`config.mk`:
```
export PLATFORM = sky130hd
export DESIGN_NAME = pll_lock_reset_seq
export DESIGN_NICKNAME = d
export VERILOG_FILES = /design/src/rtl/pll_lock_reset_seq.sv
export SDC_FILE = /design/constraint.sdc
export NUM_CORES = 1
export LEC_CHECK = 0
export BUFFER_PORTS_ARGS = -buffer_cell sky130_fd_sc_hd__buf_2
export CORE_ASPECT_RATIO = 1.5
export CORE_MARGIN = 1.5
export CORE_UTILIZATION = 34
export CTS_BUF_LIST = sky130_fd_sc_hd__clkbuf_4
export DETAILED_ROUTE_END_ITERATION = 16
export GPL_TIMING_DRIVEN = 0
export HOLD_SLACK_MARGIN = 0.12
export PLACE_DENSITY_LB_ADDON = 0.08
export RECOVER_POWER = 100
export SKIP_LAST_GASP = 1
export SLEW_MARGIN = 20
export SYNTH_ARGS = -nofsm -noshare
export SYNTH_HDL_FRONTEND = slang
export SYNTH_SLANG_ARGS = --single-unit
export TNS_END_PERCENT = 1
```
`constraint.sdc`:
```
create_clock -name CLK -period 1.9 [get_ports CLK]
set_input_delay 0.095 -clock CLK [delete_from_list [all_inputs] [get_ports CLK]]
set_output_delay 0.095 -clock CLK [all_outputs]
set_load 0.005 [all_outputs]
```
`src/rtl/pll_lock_reset_seq.sv`:
```
// Staged reset sequencer for the CCC clock domain: qualifies PLL lock, releases
// peripheral, fabric and system-ready in order, and re-asserts all on lock loss.
module pll_lock_reset_seq #(
    parameter int LOCK_STABLE_CYCLES = 1024,
    parameter int STAGE_DELAY        = 16,
    parameter int LOSS_FILTER        = 4,
    parameter int CNT_WIDTH          = 8
) (
    input  logic                 CLK,
    input  logic                 RESET_N,
    input  logic                 PLL_LOCK,
    input  logic                 SOFT_RESET_REQ,
    output logic                 PERIPH_RESET_N,
    output logic                 FABRIC_RESET_N,
    output logic                 SYS_READY,
    output logic [CNT_WIDTH-1:0] LOCK_LOSS_CNT,
    output logic [2:0]           SEQ_STATE
);

    // One stage counter serves both the stabilization window and the release delays.
    localparam int CNT_MAX = (LOCK_STABLE_CYCLES > STAGE_DELAY) ? LOCK_STABLE_CYCLES : STAGE_DELAY;
    localparam int SW      = $clog2(CNT_MAX);
    localparam int FW      = (LOSS_FILTER > 1) ? $clog2(LOSS_FILTER) : 1;

    typedef enum logic [2:0] {
        WAIT_LOCK  = 3'd0,
        STABILIZE  = 3'd1,
        REL_PERIPH = 3'd2,
        REL_FABRIC = 3'd3,
        RUN        = 3'd4
    } state_t;

    state_t                state_q, state_d;
    logic [SW-1:0]         stage_cnt_q, stage_cnt_d;
    logic [FW-1:0]         filt_cnt_q, filt_cnt_d;
    logic                  sync1_q, sync1_d;
    logic                  sync2_q, sync2_d;
    logic                  periph_q, periph_d;
    logic                  fabric_q, fabric_d;
    logic                  ready_q, ready_d;
    logic [CNT_WIDTH-1:0]  loss_cnt_q, loss_cnt_d;
    logic                  lock_s;

    function automatic logic [CNT_WIDTH-1:0] sat_inc(input logic [CNT_WIDTH-1:0] v);
        return (v == {CNT_WIDTH{1'b1}}) ? v : v + CNT_WIDTH'(1);
    endfunction

    assign lock_s = sync2_q;

    always_comb begin
        sync1_d     = PLL_LOCK;
        sync2_d     = sync1_q;
        state_d     = state_q;
        stage_cnt_d = stage_cnt_q;
        filt_cnt_d  = filt_cnt_q;
        periph_d    = periph_q;
        fabric_d    = fabric_q;
        ready_d     = ready_q;
        loss_cnt_d  = loss_cnt_q;

        case (state_q)
            WAIT_LOCK: begin
                periph_d    = 1'b0;
                fabric_d    = 1'b0;
                ready_d     = 1'b0;
                stage_cnt_d = '0;
                filt_cnt_d  = '0;
                if (lock_s) begin
                    state_d = STABILIZE;
                end
            end
            STABILIZE: begin
                periph_d   = 1'b0;
                fabric_d   = 1'b0;
                ready_d    = 1'b0;
                filt_cnt_d = '0;
                if (!lock_s) begin
                    state_d     = WAIT_LOCK;
                    stage_cnt_d = '0;
                end else if (stage_cnt_q == SW'(LOCK_STABLE_CYCLES - 1)) begin
                    state_d     = REL_PERIPH;
                    stage_cnt_d = '0;
                    periph_d    = 1'b1;
                end else begin
                    stage_cnt_d = stage_cnt_q + SW'(1);
                end
            end
            REL_PERIPH, REL_FABRIC, RUN: begin
                if (state_q == REL_PERIPH) begin
                    if (stage_cnt_q == SW'(STAGE_DELAY - 1)) begin
                        state_d     = REL_FABRIC;
                        stage_cnt_d = '0;
                        fabric_d    = 1'b1;
                    end else begin
                        stage_cnt_d = stage_cnt_q + SW'(1);
                    end
                end else if (state_q == REL_FABRIC) begin
                    if (stage_cnt_q == SW'(STAGE_DELAY - 1)) begin
                        state_d     = RUN;
                        stage_cnt_d = '0;
                        ready_d     = 1'b1;
                    end else begin
                        stage_cnt_d = stage_cnt_q + SW'(1);
                    end
                end

                filt_cnt_d = lock_s ? '0 : filt_cnt_q + FW'(1);

                // Lock loss takes priority over a coincident soft reset request.
                if (!lock_s && (filt_cnt_q == FW'(LOSS_FILTER - 1))) begin
                    state_d     = WAIT_LOCK;
                    stage_cnt_d = '0;
                    filt_cnt_d  = '0;
                    periph_d    = 1'b0;
                    fabric_d    = 1'b0;
                    ready_d     = 1'b0;
                    loss_cnt_d  = sat_inc(loss_cnt_q);
                end else if (SOFT_RESET_REQ) begin
                    state_d     = STABILIZE;
                    stage_cnt_d = '0;
                    filt_cnt_d  = '0;
                    periph_d    = 1'b0;
                    fabric_d    = 1'b0;
                    ready_d     = 1'b0;
                end
            end
            default: begin
                state_d     = WAIT_LOCK;
                stage_cnt_d = '0;
                filt_cnt_d  = '0;
                periph_d    = 1'b0;
                fabric_d    = 1'b0;
                ready_d     = 1'b0;
            end
        endcase
    end

    always_ff @(posedge CLK or negedge RESET_N) begin
        if (!RESET_N) begin
            state_q     <= WAIT_LOCK;
            stage_cnt_q <= '0;
            filt_cnt_q  <= '0;
            sync1_q     <= 1'b0;
            sync2_q     <= 1'b0;
            periph_q    <= 1'b0;
            fabric_q    <= 1'b0;
            ready_q     <= 1'b0;
            loss_cnt_q  <= '0;
        end else begin
            state_q     <= state_d;
            stage_cnt_q <= stage_cnt_d;
            filt_cnt_q  <= filt_cnt_d;
            sync1_q     <= sync1_d;
            sync2_q     <= sync2_d;
            periph_q    <= periph_d;
            fabric_q    <= fabric_d;
            ready_q     <= ready_d;
            loss_cnt_q  <= loss_cnt_d;
        end
    end

    assign PERIPH_RESET_N = periph_q;
    assign FABRIC_RESET_N = fabric_q;
    assign SYS_READY      = ready_q;
    assign LOCK_LOSS_CNT  = loss_cnt_q;
    assign SEQ_STATE      = state_q;

endmodule
```
==> results of run 1 <==
flip-flops by register name (all words and copies together) (netlist names):
register,count
PERIPH_RESET_N,1
filt_cnt_q,2
LOCK_LOSS_CNT,8
FABRIC_RESET_N,1
sync1_q,1
stage_cnt_q,10
SEQ_STATE,3
lock_s,1
SYS_READY,1
cell usage in the layout (no fill, tap or decap), drive strengths merged, types with 3 or more instances in the layout:
cell,n
nand4,5
dfrtp,28
a21oi,6
a21o,6
buf,17
nor3,4
dlygate4sd3,3
xnor2,6
nand2b,3
nand3,5
clkbuf,11
nor2,7
or3,3
o21ai,11
nand2,16
and3,5
ha,3
per-layer routing:
layer,up-vias,wire length (um),GRT usage [%],share of wire (%)
li1,572,-,-,-
met1,576,1270,16.20,42
met2,16,1646,24.52,54
met3,2,81,1.550,2.7
met4,0,23,5.195,0.76
met5,-,0,0,0
final cells by class:
cell class              count  area (um^2)
flip-flops and latches     28        700.7
plain buffers               4        31.28
well taps                  46        57.56
inverters                   2        7.507
clock buffers               3        22.52
clock inverters             1        30.03
repair buffers             24        138.9
fillers                   428         2452
multi-input cells         107        732.0
per-stage QoR:
stage	worst slack (ns)	hold slack (ns)	setup TNS (ns)	utilization (%)
6_report	0.05580	0.3262	0	41.23
4_1_cts	0.04194	0.3136	0	40.78
5_1_grt	-0.05630	0.3612	-0.2249	41.23
2_1_floorplan	0.2360	-0.2006	0	-
3_3_place_gp	-0.03631	0.1510	-0.07277	38.65
3_5_place_dp	-0.05562	0.1652	-0.2183	38.65
critical path, cell delays in order (launching register included):
cell	delay, ns
dfrtp_1	0.43
ha_1	0.21
and3_2	0.27
nand3_2	0.14
a22oi_2	0.29
buf_6	0.19
a2bb2oi_2	0.15
o31ai_2	0.07
worst max path at each step:
stage / from / end / slack, ns / cells after the start
finish: stage_cnt_q[1]$_DFFE_PN0P_ / stage_cnt_q[3]$_DFFE_PN0P_ / 0.06 / 7
global route: stage_cnt_q[4]$_DFFE_PN0P_ / stage_cnt_q[3]$_DFFE_PN0P_ / -0.06 / 6
CTS: stage_cnt_q[0]$_DFFE_PN0P_ / stage_cnt_q[3]$_DFFE_PN0P_ / 0.04 / 7
detailed placement: stage_cnt_q[0]$_DFFE_PN0P_ / stage_cnt_q[3]$_DFFE_PN0P_ / -0.06 / 7
global placement: stage_cnt_q[0]$_DFFE_PN0P_ / stage_cnt_q[3]$_DFFE_PN0P_ / -0.04 / 7
floorplan: SEQ_STATE[0]$_DFFE_PN0P_ / LOCK_LOSS_CNT[1]$_DFFE_PN0P_ / 0.24 / 5
power groups by stage:
stage	clock network [mW]	registers (mW)	logic (mW)
final	0.391	0.641	0.222
after global routing	0.438	0.645	0.253
after CTS	0.425	0.644	0.213
after detailed placement	0	0.655	0.208
after global placement	0	0.652	0.206
after floorplan	0	0.650	0.147
cell families after synthesis:
kind of cell             synth area share, %
XOR/XNOR                               4.766
AND/OR/NAND/NOR                        23.75
AO/OA/AOI/OAI                          17.87
flip-flops                             47.66
buffers and inverters                  2.638
adder cells (fa/ha/maj)                2.553
multiplexers                          0.7659
cells in the mapped netlist, drive strengths merged, types with 2 or more instances:
cell	instances	area [um^2]
a21boi	2	15.01
a21o	6	45.04
a21oi	6	30.03
a22oi	2	20.02
a31oi	2	27.53
and3	5	31.28
and4	2	17.52
buf	4	31.27
dfrtp	28	700.7
ha	3	37.54
inv	2	7.510
nand2	16	60.06
nand2b	3	18.77
nand3	5	25.02
nand4	5	31.28
nor2	7	26.28
nor3	4	25.02
nor3b	2	26.28
o21ai	11	55.05
o2bb2ai	2	17.52
or3	3	18.77
xnor2	6	52.55
xor2	2	17.52
timing repair:
action | 4_1_cts | 5_1_grt
hold buffers | 3 | 0
setup buffers | 0 | 4
endpoints found under the hold margin | 31 | 0
gates resized for setup | 2 | 1
pin swaps | 0 | 1
endpoints found under the setup margin | 8 | 12
==> flow_summary_export.csv, run 1 <==
group,metric,value,unit
outcome,status,"finished, final reports clean",
floorplanning,die_h,83.54,um
power,vdd_drop_max,0.4311,mV
setup_path,r2r-end,"stage_cnt_q[3]$_DFFE_PN0P_",
clock_network,cts_tree,"built",
sta,fin_skew,0.002742,ns
logic_synthesis,synth.ff_latch_count,28,
logic_synthesis,avgSynthCellArea,10.43,um^2
global_route,grt_use_total,13.65,%
logic_synthesis,ys_warn_count,0,
setup_path,worstPathRequired,2.13,ns
global_route,grt_first_pass_wirelength,5209,um
clock_network,htreeDepth,1,
sta,setup_violations,0,
power,p_int,0.9238,mW
power,p_leak,0.8179,nW
final_layout,fin_area,0.001720,mm^2
final_layout,drive_above_1_share,21.89,%
logic_synthesis,synth_cells,141,
sta,hold_violations,0,
detailed_routing,vias,1166,
power,pwr-share-seq,51.1,%
setup_path,cp-start-kind,"flop",
power,p_total,1.254,mW
power,combPwrFrac,17.7,%
global_route,grt_max_degree,29,
global_route,grt_pass1_vias,1121,
logic_synthesis,synth_seq_area_share,47.66,%
hold_path,worst_hold_path_type,"input pin to asynchronous set/reset pin",
final_layout,stdcell_count,215,
floorplanning,io_pins,18,
logic_synthesis,synth_cell_types,43,
detailed_routing,ant_nets,0,
sta,worstMarginPinSlew,0.7032,ns
placed_design,dp_hpwl,2176,um
clock_network,numCtsBuffers,3,
setup_path,r2r_slack,0.06,ns
floorplanning,core,0.004173,mm^2
placed_design,dp_cells,204,
placed_design,placed_cell_area,0.001613,mm^2
sta,drv_slew,0,
placed_design,routabilityCongestion,0.7800,
power,clkPwrFrac,31.2,%
clock_network,clkLatencyLatePin,0.32,ns
detailed_routing,vias_per_cell,5.423,
sta,rsz0062_at_grt,"yes",
logic_synthesis,syn_nets,148,
detailed_routing,first_pass_iters,4,
detailed_routing,drt_iter0_markers,24,
floorplanning,die_w,56.69,um
logic_synthesis,syn_area,0.001470,mm^2
setup_path,path_class,"flop to flop",
floorplanning,fp-row-count,29,
clock_network,clock-sinks,28,
sta,period_needed,1.844,ns
floorplanning,start_util,35.23,%
global_route,antenna_found_initial,0,
placed_design,port_buffers,17,
final_layout,final_nets,177,
setup_path,arrival,2.07,ns
power,powerDensity,729.0,mW/mm^2
power,p_sw_share,26.34,%
setup_path,reg2reg_depth,7,
sta,post-route-period-util,97.06,%
logic_synthesis,synth_ff_type,"dfrtp_1",
clock_network,clk_pin_slew,0.15,ns
final_layout,synthToLayoutAreaGrowth,17.02,%
power,switching_power,0.3303,mW
clock_network,clockBufferDepth,2,
detailed_routing,drc,0,
logic_synthesis,synth_edf_count,0,
detailed_routing,wl,3021,um
setup_path,regToRegStartpoint,"stage_cnt_q[1]$_DFFE_PN0P_",
setup_path,critPathMaxFanout,10,
sta,fmax,542.2,MHz
detailed_routing,wl_per_cell,14.05,um
setup_path,worstSetupEndpointType,"flop",
sta,slew-limit-headroom,53.12,%
final_layout,antennaDiodeCount,0,
flow_run,maxCapViolations,0,
clock_network,cts_root_buf,"clkbuf_4",
global_route,grt-ovfl-total,0,
logic_synthesis,async_reset_ff_share,100.0,%
floorplanning,die_area,0.004736,mm^2
No activity file was read; power rests on OpenSTA's default activity.
==> inputs of run 2 (changes only) <==
--- a/config.mk
+++ b/config.mk
@@ -15,6 +15,7 @@
 export HOLD_SLACK_MARGIN = 0.12
 export PLACE_DENSITY_LB_ADDON = 0.08
 export RECOVER_POWER = 100
+export REMOVE_ABC_BUFFERS = 1
 export SKIP_LAST_GASP = 1
 export SLEW_MARGIN = 20
 export SYNTH_ARGS = -nofsm -noshare
==> flow_summary_export.csv, run 2 (same netlist as run 1, synthesis figures left out) <==
group,metric,value,unit
detailed_routing,drc,0,
detailed_routing,vias_per_cell,5.393,
final_layout,layout_common_cells,"dfrtp_1 (25), nand2_1 (16), buf_2 (11)",
sta,fin_ws,0.08327,ns
floorplanning,die_w,56.69,um
clock_network,cts_root_buf,"clkbuf_4",
power,powerDensity,728.9,mW/mm^2
outcome,status,"finished, final reports clean",
setup_path,regToRegStartpoint,"stage_cnt_q[0]$_DFFE_PN0P_",
global_route,grt_pass1_vias,1186,
final_layout,antennaDiodeCount,0,
flow_run,maxCapViolations,0,
sta,setup_violations,0,
final_layout,utilization,42.64,%
setup_path,cp-start-kind,"flop",
floorplanning,start_util,35.23,%
hold_path,worst_hold_path_type,"input pin to asynchronous set/reset pin",
sta,post-route-period-util,95.62,%
setup_path,path_class,"flop to flop",
sta,drv_slew,0,
setup_path,critPathMaxFanout,6,
sta,period_needed,1.817,ns
clock_network,clock-sinks,28,
clock_network,numCtsBuffers,3,
sta,rsz0062_at_grt,"yes",
setup_path,arrival,2.07,ns
sta,fmax,550.4,MHz
floorplanning,fp-row-count,29,
global_route,grt-ovfl-total,0,
sta,slew-limit-headroom,52.27,%
clock_network,clkLatencyLatePin,0.33,ns
placed_design,routabilityCongestion,0.7680,
final_layout,drive_above_1_share,26.59,%
detailed_routing,vias,1181,
final_layout,final_common_cell,"dfrtp_1",
setup_path,reg2reg_depth,7,
final_layout,top_register,"stage_cnt_q",
floorplanning,die_h,83.54,um
sta,final.setup.tns,0,ns
detailed_routing,wl_per_cell,14.73,um
power,p_leak,0.8329,nW
sta,hold_violations,0,
final_layout,largest_reg_flops,10,
setup_path,worstPathRequired,2.16,ns
clock_network,clk_pin_slew,0.16,ns
global_route,grt_first_pass_wirelength,5375,um
setup_path,r2r_slack,0.08,ns
detailed_routing,drt_iter0_markers,37,
global_route,grt_use_total,14.19,%
setup_path,worstSetupEndpointType,"flop",
sta,fin_skew,0.004445,ns
clock_network,htreeDepth,1,
floorplanning,core,0.004173,mm^2
placed_design,place_ws,-0.3812,ns
detailed_routing,wl,3225,um
clock_network,cts_tree,"built",
placed_design,dp_hpwl,2156,um
sta,worstMarginPinSlew,0.7160,ns
clock_network,clockBufferDepth,2,
final_layout,synthToLayoutAreaGrowth,21.02,%
setup_path,r2r-end,"stage_cnt_q[3]$_DFFE_PN0P_",
global_route,antenna_found_initial,0,
floorplanning,io_pins,18,
detailed_routing,ant_nets,0,
floorplanning,die_area,0.004736,mm^2
power,vdd_drop_max,0.4572,mV
placed_design,port_buffers,17,
global_route,grt_max_degree,29,
detailed_routing,first_pass_iters,4,
final_layout,final_nets,181,
-- run 2: how the worst max path moves through the flow --
stage,end,slack [ns],from
final,stage_cnt_q[3]$_DFFE_PN0P_,0.08,stage_cnt_q[0]$_DFFE_PN0P_
after global placement,stage_cnt_q[5]$_DFFE_PN0P_,-0.52,SEQ_STATE[1]$_DFFE_PN0P_
after detailed placement,stage_cnt_q[6]$_DFFE_PN0P_,-0.38,stage_cnt_q[0]$_DFFE_PN0P_
after floorplan,stage_cnt_q[5]$_DFFE_PN0P_,-0.10,SEQ_STATE[1]$_DFFE_PN0P_
after global routing,stage_cnt_q[3]$_DFFE_PN0P_,-0.006,stage_cnt_q[0]$_DFFE_PN0P_
after CTS,stage_cnt_q[3]$_DFFE_PN0P_,-0.04,stage_cnt_q[0]$_DFFE_PN0P_
-- run 2: power by group --
group	total, mW	switching [mW]	internal, mW
clock	0.398	0.184	0.213
combinational	0.237	0.121	0.116
sequential	0.662	0.0391	0.623
total	1.30	0.344	0.952
-- run 2: stage by stage --
step           std cells  hold slack, ns  cell area [um^2]  power, mW
3_3_place_gp         200          0.1520              1582     0.8315
4_1_cts              211          0.3129              1714      1.271
6_report             219          0.3206              1779      1.297
2_1_floorplan        137         -0.2006              1439     0.7756
3_5_place_dp         200          0.1669              1587     0.8383
5_1_grt              219          0.3743              1779      1.375
-- run 2: metal layers --
layer,share of wire [%],global-route usage (%)
met4,1.9,6.277
met2,52,24.95
met1,43,16.98
met3,2.9,1.550
met5,0,0
-- run 2: layout make-up --
type	instances	area, um^2
clock inverter	1	30.03
multi-input combinational	107	760.7
tap	46	57.56
clock buffer	3	22.52
timing repair buffer	32	196.4
inverter	2	7.507
sequential	28	704.4
fill	433	2394
-- run 2: timing repair --
action	4_1_cts	5_1_grt
pin swaps	2	3
resized for setup	4	5
hold endpoints to repair	30	0
setup buffers	4	8
hold buffers	3	0
setup endpoints to repair	12	9
-- run 2: worst max-delay path, cell delays in order (launching register included) --
cell and delay, ns:
dfrtp_1 0.44, ha_1 0.25, and3_4 0.22, nand3_2 0.11, a22oi_2 0.11, buf_4 0.16, or2_1 0.27, o31ai_2 0.19
==> inputs of run 3 (changes only) <==
--- a/config.mk
+++ b/config.mk
@@ -12,8 +12,7 @@
 export CTS_BUF_LIST = sky130_fd_sc_hd__clkbuf_4
 export DETAILED_ROUTE_END_ITERATION = 16
 export GPL_TIMING_DRIVEN = 0
-export HOLD_SLACK_MARGIN = 0.12
-export PLACE_DENSITY_LB_ADDON = 0.08
+export HOLD_SLACK_MARGIN = 0.15
 export RECOVER_POWER = 100
 export REMOVE_ABC_BUFFERS = 1
 export SKIP_LAST_GASP = 1
==> flow_summary_export.csv, run 3 (same netlist as run 1, synthesis figures left out) <==
group,metric,value,unit
clock_network,cts_root_buf,"clkbuf_4",
floorplanning,die_w,56.69,um
detailed_routing,vias,1179,
clock_network,numCtsBuffers,3,
setup_path,r2r-end,"LOCK_LOSS_CNT[1]$_DFFE_PN0P_",
floorplanning,fp-row-count,29,
clock_network,clkLatencyLatePin,0.33,ns
sta,fmax,542.6,MHz
detailed_routing,vias_per_cell,5.359,
power,p_leak,0.8389,nW
detailed_routing,first_pass_iters,4,
sta,fin_ws,0.05715,ns
setup_path,path_class,"flop to flop",
final_layout,utilization,42.25,%
final_layout,top_register,"stage_cnt_q",
global_route,grt_use_total,13.63,%
final_layout,layout_common_cells,"dfrtp_1 (26), nand2_1 (16), buf_2 (13), buf_4 (13)",
global_route,grt_pass1_vias,1151,
placed_design,dp_hpwl,2172,um
final_layout,final_common_cell,"dfrtp_1",
final_layout,drive_above_1_share,27.59,%
setup_path,cp-start-kind,"flop",
global_route,grt_max_degree,29,
placed_design,port_buffers,17,
outcome,status,"finished, final reports clean",
power,p_total,1.177,mW
floorplanning,die_area,0.004736,mm^2
floorplanning,die_h,83.54,um
sta,fin_skew,0.01012,ns
setup_path,reg2reg_depth,5,
clock_network,clock-sinks,28,
final_layout,largest_reg_flops,10,
detailed_routing,wl,3132,um
placed_design,routabilityCongestion,0.7493,
flow_run,maxCapViolations,0,
sta,period_needed,1.843,ns
power,vdd_drop_max,0.4432,mV
final_layout,synthToLayoutAreaGrowth,19.91,%
sta,slew-limit-headroom,50.99,%
clock_network,clk_pin_slew,0.16,ns
floorplanning,start_util,35.23,%
sta,hold_violations,0,
placed_design,place_ws,-0.5225,ns
setup_path,worstPathRequired,2.14,ns
detailed_routing,wl_per_cell,14.24,um
final_layout,antennaDiodeCount,0,
final_layout,fillers,422,
sta,post-route-period-util,96.99,%
clock_network,cts_tree,"built",
final_layout,final_nets,182,
setup_path,regToRegStartpoint,"SEQ_STATE[0]$_DFFE_PN0P_",
clock_network,htreeDepth,1,
global_route,antenna_found_initial,0,
setup_path,critPathMaxFanout,10,
detailed_routing,ant_nets,0,
floorplanning,core,0.004173,mm^2
setup_path,r2r_slack,0.06,ns
setup_path,arrival,2.09,ns
sta,worstMarginPinSlew,0.7352,ns
setup_path,worstSetupEndpointType,"flop",
detailed_routing,drt_iter0_markers,17,
clock_network,clockBufferDepth,2,
sta,drv_slew,0,
floorplanning,io_pins,18,
power,powerDensity,667.6,mW/mm^2
global_route,grt_first_pass_wirelength,5161,um
hold_path,worst_hold_path_type,"input pin to asynchronous set/reset pin",
detailed_routing,drc,0,
sta,setup_violations,0,
global_route,grt-ovfl-total,0,
[run 3: cell types whose count changed in the layout (fill, tap and decap cells not counted), sizes merged]
cell,delta
clkinv,+1
bufinv,-1
clkbuf,-4
buf,+5
[run 3: cell type report]
class	instances	area (um^2)	area share (%)
Multi-Input combinational cell	107	759.5	43.08
Sequential cell	28	703.2	39.89
Timing Repair Buffer	33	209.0	11.85
Tap cell	46	57.56	3.265
Clock buffer	3	22.52	1.278
Inverter	2	7.507	0.4258
Clock inverter	1	3.754	0.2129
[run 3: worst max-delay path by stage]
stage	from	endpoint	cells past startpoint
floorplan	SEQ_STATE[1]$_DFFE_PN0P_	stage_cnt_q[5]$_DFFE_PN0P_	5
global placement	SEQ_STATE[1]$_DFFE_PN0P_	stage_cnt_q[5]$_DFFE_PN0P_	5
detailed placement	SEQ_STATE[0]$_DFFE_PN0P_	stage_cnt_q[5]$_DFFE_PN0P_	5
CTS	stage_cnt_q[4]$_DFFE_PN0P_	stage_cnt_q[3]$_DFFE_PN0P_	6
global route	SEQ_STATE[1]$_DFFE_PN0P_	stage_cnt_q[6]$_DFFE_PN0P_	7
finish	SEQ_STATE[0]$_DFFE_PN0P_	LOCK_LOSS_CNT[1]$_DFFE_PN0P_	5
[run 3: routing by layer]
layer  vias to the layer above  part of all wire [%]  track usage (%)
met5                         -                     0                0
met4                         0                   1.9            5.195
met3                         5                   2.5            1.705
met2                        13                    53            23.78
met1                       587                    43            16.75
li1                        574                     -                -
[run 3: metrics by stage]
step                instances  area [um^2]   TNS [ns]  hold WS [ns]
floorplan                 137         1439    -0.3625       -0.2006
global placement          200         1582     -3.233        0.1430
detailed placement        200         1582     -4.151        0.1656
CTS                       212         1695  -0.005668        0.3122
global route              220         1763   -0.06126        0.3730
finish                    220         1763          0        0.3267
[run 3: repair_timing]
item	in CTS	in global routing
setup endpoints to repair	11	15
hold endpoints to repair	30	0
hold buffers	3	0
pin swaps	1	4
gates cloned	0	0
resized for setup	5	5
buffers inserted	5	8
[run 3: critical path: stages (launching register included)]
cell and delay, ns:
dfrtp_2 0.52, nor3b_4 0.30, buf_4 0.17, o21ai_1 0.10
a31oi_4 0.29, mux2_2 0.37
[run 3: power by group]
| part | internal (mW) | switching, mW | total (mW) |
|---|---|---|---|
| Sequential | 0.623 | 0.0455 | 0.669 |
| Clock | 0.0773 | 0.180 | 0.257 |
| Combinational | 0.131 | 0.120 | 0.251 |
